===== config.mk =====
export PLATFORM = sky130hd
export DESIGN_NAME = cmos_frame_packer
export DESIGN_NICKNAME = d
export VERILOG_FILES = /design/src/rtl/cmos_frame_packer.sv
export SDC_FILE = /design/constraint.sdc
export NUM_CORES = 1
export LEC_CHECK = 0
export BUFFER_PORTS_ARGS = -buffer_cell sky130_fd_sc_hd__buf_4
export CAP_MARGIN = 20
export CORE_MARGIN = 2
export CORE_UTILIZATION = 33
export CTS_BUF_LIST = sky130_fd_sc_hd__clkbuf_2 sky130_fd_sc_hd__clkbuf_4 sky130_fd_sc_hd__clkbuf_8
export DETAILED_ROUTE_END_ITERATION = 8
export PLACE_DENSITY = 0.48
export SLEW_MARGIN = 20
export SYNTH_ARGS = -nofsm -noshare
export SYNTH_HDL_FRONTEND = slang
export SYNTH_SLANG_ARGS = --single-unit

===== constraint.sdc =====
create_clock -name clk -period 2.8 [get_ports clk]
set_clock_uncertainty 0.15 [all_clocks]
set_input_delay 0.42 -clock clk [delete_from_list [all_inputs] [get_ports clk]]
set_output_delay 0.42 -clock clk [all_outputs]
set_load 0.01 [all_outputs]

===== src/rtl/cmos_frame_packer.sv =====
// cmos_frame_packer
//   Capture-to-memory write front end on the camera pixel clock. Takes the
//   CMOS stream (vsync/href/valid/data), crops a window, keeps one frame out
//   of every frame_skip+1, and packs PACK = MEM_DATA_BITS/PIX_BITS pixels
//   per memory word. It also runs the write_req/write_req_ack handshake
//   with frame_read_write.
// Ports
//   clk            camera pixel clock (single domain)
//   rst_n          synchronous active-low reset
//   in_vsync       frame sync; a rising edge starts a frame
//   in_href        line valid
//   in_valid       pixel strobe, qualified by in_href
//   in_data        pixel value
//   frame_skip     keep 1 of every frame_skip+1 frames
//   write_req      frame write request, held until acknowledged
//   write_req_ack  request acknowledge
//   write_en       one-cycle strobe marking write_data valid
//   write_data     packed word; the first pixel sits in the low bits
//   frame_words    constant number of words in a complete frame
//   frame_done     pulses with the last write_en of a frame
//   frame_err      pulses when a frame is abandoned or truncated
module cmos_frame_packer #(
   parameter int PIX_BITS      = 16,
   parameter int MEM_DATA_BITS = 32,
   parameter int H_ACT         = 1024,
   parameter int V_ACT         = 768,
   parameter int CROP_X0       = 0,
   parameter int CROP_Y0       = 0,
   parameter int CROP_W        = 1024,
   parameter int CROP_H        = 768,
   parameter int SKIP_BITS     = 4
) (
   input  logic                     clk,
   input  logic                     rst_n,
   input  logic                     in_vsync,
   input  logic                     in_href,
   input  logic                     in_valid,
   input  logic [PIX_BITS-1:0]      in_data,
   input  logic [SKIP_BITS-1:0]     frame_skip,
   output logic                     write_req,
   input  logic                     write_req_ack,
   output logic                     write_en,
   output logic [MEM_DATA_BITS-1:0] write_data,
   output logic [23:0]              frame_words,
   output logic                     frame_done,
   output logic                     frame_err
);

   localparam int PACK = MEM_DATA_BITS / PIX_BITS;
   localparam int PW   = (PACK > 1) ? $clog2(PACK) : 1;
   localparam int XW   = $clog2(H_ACT + 1);
   localparam int YW   = $clog2(V_ACT + 1);
   localparam logic [23:0] FW = 24'(CROP_W * CROP_H / PACK);

   typedef enum logic [1:0] {IDLE, REQ, ACTIVE, DROP} state_t;

   state_t                   state_q;
   logic                     vsync_q;
   logic                     href_q;
   logic [XW-1:0]            x_q;
   logic [YW-1:0]            y_q;
   logic [PW-1:0]            pack_q;
   logic [23:0]              word_cnt_q;
   logic [SKIP_BITS-1:0]     skip_q;
   logic                     abandon_q;
   logic [MEM_DATA_BITS-1:0] pack_reg_q;
   logic                     write_req_q;
   logic                     write_en_q;
   logic [MEM_DATA_BITS-1:0] write_data_q;
   logic                     frame_done_q;
   logic                     frame_err_q;

   logic                     vs_rise;
   logic                     pix;
   logic                     in_win;
   logic [MEM_DATA_BITS-1:0] word_d;

   assign vs_rise = in_vsync & ~vsync_q;
   assign pix     = in_href & in_valid;

   // Signed compares keep a zero window origin from becoming a constant test.
   assign in_win = (int'(x_q) >= CROP_X0) && (int'(x_q) < CROP_X0 + CROP_W) &&
                   (int'(y_q) >= CROP_Y0) && (int'(y_q) < CROP_Y0 + CROP_H);

   // Completed word: the pixels gathered so far plus the current pixel on top.
   always_comb begin
      word_d = pack_reg_q;
      word_d[(PACK-1)*PIX_BITS +: PIX_BITS] = in_data;
   end

   always_ff @(posedge clk) begin
      if (!rst_n) begin
         state_q      <= IDLE;
         vsync_q      <= 1'b0;
         href_q       <= 1'b0;
         x_q          <= '0;
         y_q          <= '0;
         pack_q       <= '0;
         word_cnt_q   <= '0;
         skip_q       <= '0;
         abandon_q    <= 1'b0;
         pack_reg_q   <= '0;
         write_req_q  <= 1'b0;
         write_en_q   <= 1'b0;
         write_data_q <= '0;
         frame_done_q <= 1'b0;
         frame_err_q  <= 1'b0;
      end else begin
         vsync_q      <= in_vsync;
         href_q       <= in_href;
         write_en_q   <= 1'b0;
         frame_done_q <= 1'b0;
         frame_err_q  <= 1'b0;

         // A new frame start is honoured everywhere except during the
         // handshake; an unfinished active frame is reported as truncated.
         if (vs_rise && state_q != REQ) begin
            if (state_q == ACTIVE) frame_err_q <= 1'b1;
            if (skip_q == '0) begin
               skip_q    <= frame_skip;
               abandon_q <= 1'b0;
               state_q   <= REQ;
            end else begin
               skip_q  <= skip_q - SKIP_BITS'(1);
               state_q <= DROP;
            end
         end else begin
            case (state_q)
               REQ: begin
                  // Pixels before the ack mean the frame start was missed.
                  if (pix && !abandon_q) begin
                     abandon_q   <= 1'b1;
                     frame_err_q <= 1'b1;
                  end
                  if (write_req_q && write_req_ack) begin
                     write_req_q <= 1'b0;
                     x_q         <= '0;
                     y_q         <= '0;
                     pack_q      <= '0;
                     word_cnt_q  <= '0;
                     state_q     <= (abandon_q || pix) ? DROP : ACTIVE;
                  end else begin
                     write_req_q <= 1'b1;
                  end
               end
               ACTIVE: begin
                  if (pix) begin
                     if (x_q != XW'(H_ACT)) x_q <= x_q + XW'(1);
                     if (in_win) begin
                        if (pack_q == PW'(PACK - 1)) begin
                           write_en_q   <= 1'b1;
                           write_data_q <= word_d;
                           pack_q       <= '0;
                           word_cnt_q   <= word_cnt_q + 24'd1;
                           if (word_cnt_q == FW - 24'd1) begin
                              frame_done_q <= 1'b1;
                              state_q      <= IDLE;
                           end
                        end else begin
                           pack_reg_q[int'(pack_q)*PIX_BITS +: PIX_BITS] <= in_data;
                           pack_q <= pack_q + PW'(1);
                        end
                     end
                  end else if (href_q && !in_href && x_q != '0) begin
                     x_q <= '0;
                     if (y_q != YW'(V_ACT)) y_q <= y_q + YW'(1);
                  end
               end
               default: ;
            endcase
         end
      end
   end

   assign write_req   = write_req_q;
   assign write_en    = write_en_q;
   assign write_data  = write_data_q;
   assign frame_done  = frame_done_q;
   assign frame_err   = frame_err_q;
   assign frame_words = FW;

endmodule


After elaboration in Yosys (flattened, before gate mapping):

Cells that the tools add are included.

* bits in registers: 123
* bits in latches: 0
* bits in writable memories: 0
* bits in read-only memories: 0
* bits of input ports: 26
* output and inout port bits: 60
* logic and storage cells: 123
* memories kept: 0

* add/subtract/negate cells: 6
* multiply operators: 0
* divide/modulo/power cells: 0
* magnitude comparators: 2
* equal/unequal tests: 21
* shifts and indexed selects: 2
* muxes and demuxes: 42
* bitwise gates (word level): 9
* reduce and logical (&&, ||, !) cells: 26

Operators by type and width (count)
* 24-bit 2-to-1 mux: 4
* 24-bit case mux with 2 select lines: 1
* 11-bit 2-to-1 mux: 4
* 10-bit 2-to-1 mux: 4
* 5-bit negation with 33-bit output: 1
* 16-bit by 33-bit variable shift with 32-bit output (first input constant): 1
* 16-bit by 33-bit variable part select with 32-bit output: 1
* 32-bit bitwise mux: 1
* 24-bit by 1-bit adder with 24-bit output (second input constant): 1
* 24-bit by 19-bit equality test with 1-bit output (second input constant): 1
* 11-bit case mux with 2 select lines: 1
* 10-bit case mux with 2 select lines: 1
* 5-bit AND reduction: 4
* 6-bit AND reduction: 3
* 1-bit 2-to-1 mux: 16
* 2-bit 2-to-1 mux: 7
* 3-bit inequality test (second input constant): 4
* 11-bit by 1-bit adder with 11-bit output (second input constant): 1
* 11-bit < comparator (second input constant): 1
* 11-bit inequality test (second input constant): 1
* 11-bit nonzero test: 1
* 10-bit by 1-bit adder with 10-bit output (second input constant): 1
* 10-bit < comparator (second input constant): 1
* 10-bit inequality test (second input constant): 1
* 22 further kinds: 46

Longest topological paths before layout:

* depth after elaboration: 7
* depth in mapped cells: 10
* mapped depth without buffers: 7

Worst setup path before layout:

No wires, ideal clock.

* path type: reg2reg
* start: register state_q[1]
* end: register x_q[6]
* library setup time: 120 ps
* arrival: 1997 ps
* required time: 2530 ps
* slack: 533 ps
* cell stages (with the launch flop): 9
* path buffers: 1
* clock period less this slack: 2267 ps
* path through: dfxtp_1 -> inv_1 -> ha_1 -> a21boi_4 -> or3_4 -> a311o_1 -> and2_4 -> buf_6 -> a211o_1

* cells in the longest elaborated chain, start to end: 4
* elaborated cells on any way between the ends: 11
* classes of those cells: eq/ne: 6; mux: 1; bitwise: 1; reduce/logical: 3

Ends and longest elaborated chain
* from (decl): RTL line 57 `state_t state_q;`
* from (signal assigned): RTL line 141 `state_q <= (abandon_q || pix) ? DROP : ACTIVE;`
* parallel branches: the longest is 4 deep, another holds 5-bit AND reduction
* to (signal assigned): RTL line 148 `if (x_q != XW'(H_ACT)) x_q <= x_q + XW'(1);`
* to (decl): RTL line 60 `logic [XW-1:0] x_q;`

Several ways; the timed one is not identified.
A chain may end at the register's enable or synchronous reset.

Worst setup path in the final report:

* start: register x_q[10]
* end: register word_cnt_q[19]

* cells in the longest elaborated chain, start to end: 4

Ends and longest elaborated chain
* 11-bit < comparator: RTL line 82 `assign in_win = (int'(x_q) >= CROP_X0) && (int'(x_q) < CROP_X0 + CROP_W) &&`
* 1-bit logical AND: RTL line 83 `(int'(y_q) >= CROP_Y0) && (int'(y_q) < CROP_Y0 + CROP_H);`
* 2-bit inequality test (no source line)
* 6-bit AND reduction (no source line)
* to (signal assigned): RTL line 154 `word_cnt_q <= word_cnt_q + 24'd1;`
* to (decl): RTL line 63 `logic [23:0] word_cnt_q;`

Every way passes these cells.

==> out/metrics.yaml <==
leakage_nw: 2.15
num_vias: 4189
antenna_found_initial: 0
crit_required_ns: 2.98
synth-seq-cells: 107
fin_crit_ns: 2.44
ant_nets: 0
drv_slew: 0
syn-instance-count: 588
synth_area_leaders: "dfxtp_1 (43%), nand2_1 (7.3%), a21oi_1 (5.0%)"
cts_hold_buffers: 0
p_int_mw: 2.24
clock_power_share: 0.285
slew_headroom: 0.504
rows: 44
utilization: 0.391
synth_edf_count: 0
setup_violations: 0
cts_buffers: 9
drc: 0
cts_resized: 0
drtIter0Drc: 216
finalCritPeriodShare: 0.871
power_density_nw_per_um2: 605
pwr-share-seq: 0.470
status: "completed"
switchingPower_mw: 1.22
max-cap-violations: 0
synthFlopType: "dfxtp_1"
grt_pass1_wl_mm: 18.9
drive_above_1_share: 0.164
tightest_slew_ns: 0.740
dp_slack_ns: 0.374
peakVddDrop_mv: 0.289
io_buffer_count: 61
drt-vias-per-instance: 5.03
synth.top_cells.by_count: "dfxtp_1 (107), nand2_1 (97), a21oi_1 (50)"
rsz0062_at_grt: "no"
path_class: "reg -> reg"
cts_buffer_depth: 2
yosysSeqAreaShare: 0.431
synth_top_area_cell: "dfxtp_1"
arrival_ns: 2.62
numClockSinks: 107
worst_slack_ns: 0.361
synthDistinctLibCells: 63
die_width_um: 127
ctsHtreeMaxLevel: 3
cts_setup_buffers: 0
cp-start-kind: "flip-flop"
path_clk_slew_ns: 0.11
syn_area_um2: 4970
syn_area_per_cell_um2: 8.45
diodes: 0
grt_usage: 0.145
first_pass_iters: 4
crit_fanout: 10
routed_wl_mm: 11.6
hold_viol: 0
clk_latency_ns: 0.40
synth.top_cell.area_share: 0.431
hold_ws_ns: 0.100
grt_max_degree: 36
die_area_um2: 16000
die_y_um: 127
syn_to_final_growth_pct: 15.2
core-area_um2: 14600
worstHoldPathType: "in -> reg"
hpwl_mm: 8.06
yosysWarnings: 0
fin_tns_setup_ns: 0
grt-ovfl-total: 0
async_flop_share: 0
cts_tree: "built"
place_congestion: 0.828
num-fill-cells: 1508
wl_per_cell_um: 13.9
first_global_vias: 3729
pin_count: 86
endpoint_kind: "flip-flop"
p_comb_frac: 0.245
cts_root_buf: "clkbuf_8"
yosysMostFrequentCell: "dfxtp_1"
nets: 677
initial_utilization: 0.339
p_sw_frac: 0.352
fmax_mhz: 410
==> routing by layer <==
layer,track usage,vias to the layer above,routed length [µm]
met4,0.0621,0,155
met5,0,-,0
met2,0.220,68,5350
met1,0.206,1986,5790
li1,-,2126,-
met3,0.0224,9,309
==> kinds of logic after synthesis <==
family | synth area share
xor gates and xnor gates | 0.0335
and+or+nand+nor | 0.266
buffers and inverters | 0.0751
muxes | 0.0345
DFF | 0.431
adders and majority gates | 0.0202
AOI/OAI and AO/OA | 0.138
other | 0.00151
==> flip-flops by register name, indices dropped and copies added (netlist names) <==
register,count
href_q,1
frame_err,1
state_q,2
y_q,10
write_en,1
skip_q,4
pack_q,1
abandon_q,1
write_data,32
x_q,11
vsync_q,1
pack_reg_q,16
write_req,1
frame_done,1
word_cnt_q,24
==> power groups by stage <==
stage | Sequential (mW) | Combinational [mW] | Clock, mW
floorplan | 1.65 | 0.669 | 0
global placement | 1.66 | 0.843 | 0
detailed placement | 1.66 | 0.846 | 0
CTS | 1.63 | 0.850 | 1.02
global route | 1.64 | 0.946 | 1.08
finish | 1.63 | 0.849 | 0.985
==> final timing paths <==
path	startpoint	to	slack, ns	cells past startpoint
max	x_q[10]$_SDFFE_PN0P_	word_cnt_q[19]$_SDFFE_PN0P_	0.36	5
min	in_vsync	vsync_q$_SDFF_PN0_	0.1	2
max reg2reg	x_q[10]$_SDFFE_PN0P_	word_cnt_q[19]$_SDFFE_PN0P_	0.36	5
min reg2reg	pack_reg_q[5]$_SDFFE_PN0P_	write_data[5]$_SDFFE_PN0P_	0.31	2
==> stage by stage <==
stage	cell area (µm²)	power, mW	instances
after detailed placement	5520	2.51	816
after floorplan	5050	2.32	610
after global placement	5520	2.50	816
after global routing	5720	3.66	832
after CTS	5720	3.49	832
final	5720	3.46	832
==> placed cells by master (no fill, tap or decap), drive strengths merged, types with 4 or more instances in the layout <==
| cell type | count |
|---|---|
| a21o | 4 |
| a21oi | 50 |
| mux2i | 16 |
| nor2 | 47 |
| a211o | 6 |
| o31ai | 6 |
| xor2 | 12 |
| conb | 24 |
| nand4 | 19 |
| and4 | 7 |
| and2 | 9 |
| and3 | 13 |
| nand2 | 98 |
| buf | 73 |
| nor3 | 17 |
| o21ai | 16 |
| nand3 | 23 |
| clkbuf | 9 |
| nor4 | 7 |
| ha | 8 |
| inv | 19 |
| a31oi | 6 |
| or3 | 8 |
| dfxtp | 107 |
| xnor2 | 7 |
==> critical path: stages (launching register included) <==
cell     delay, ns
dfxtp_1       0.40
a21o_1        0.22
o31ai_2       0.65
nand4_1       0.40
or3_1         0.41
a21oi_1       0.15
==> area by class of cell <==
cell class              count  area [µm²]  area share
inverters                  15        56.3     0.00984
flip-flops and latches    107        2140       0.374
repair buffers             73         548      0.0958
clock buffers               9         124      0.0217
multi-input cells         437        2540       0.445
well taps                 184         230      0.0402
clock inverters             7        75.1      0.0131
No activity file was read; power rests on OpenSTA's default activity.
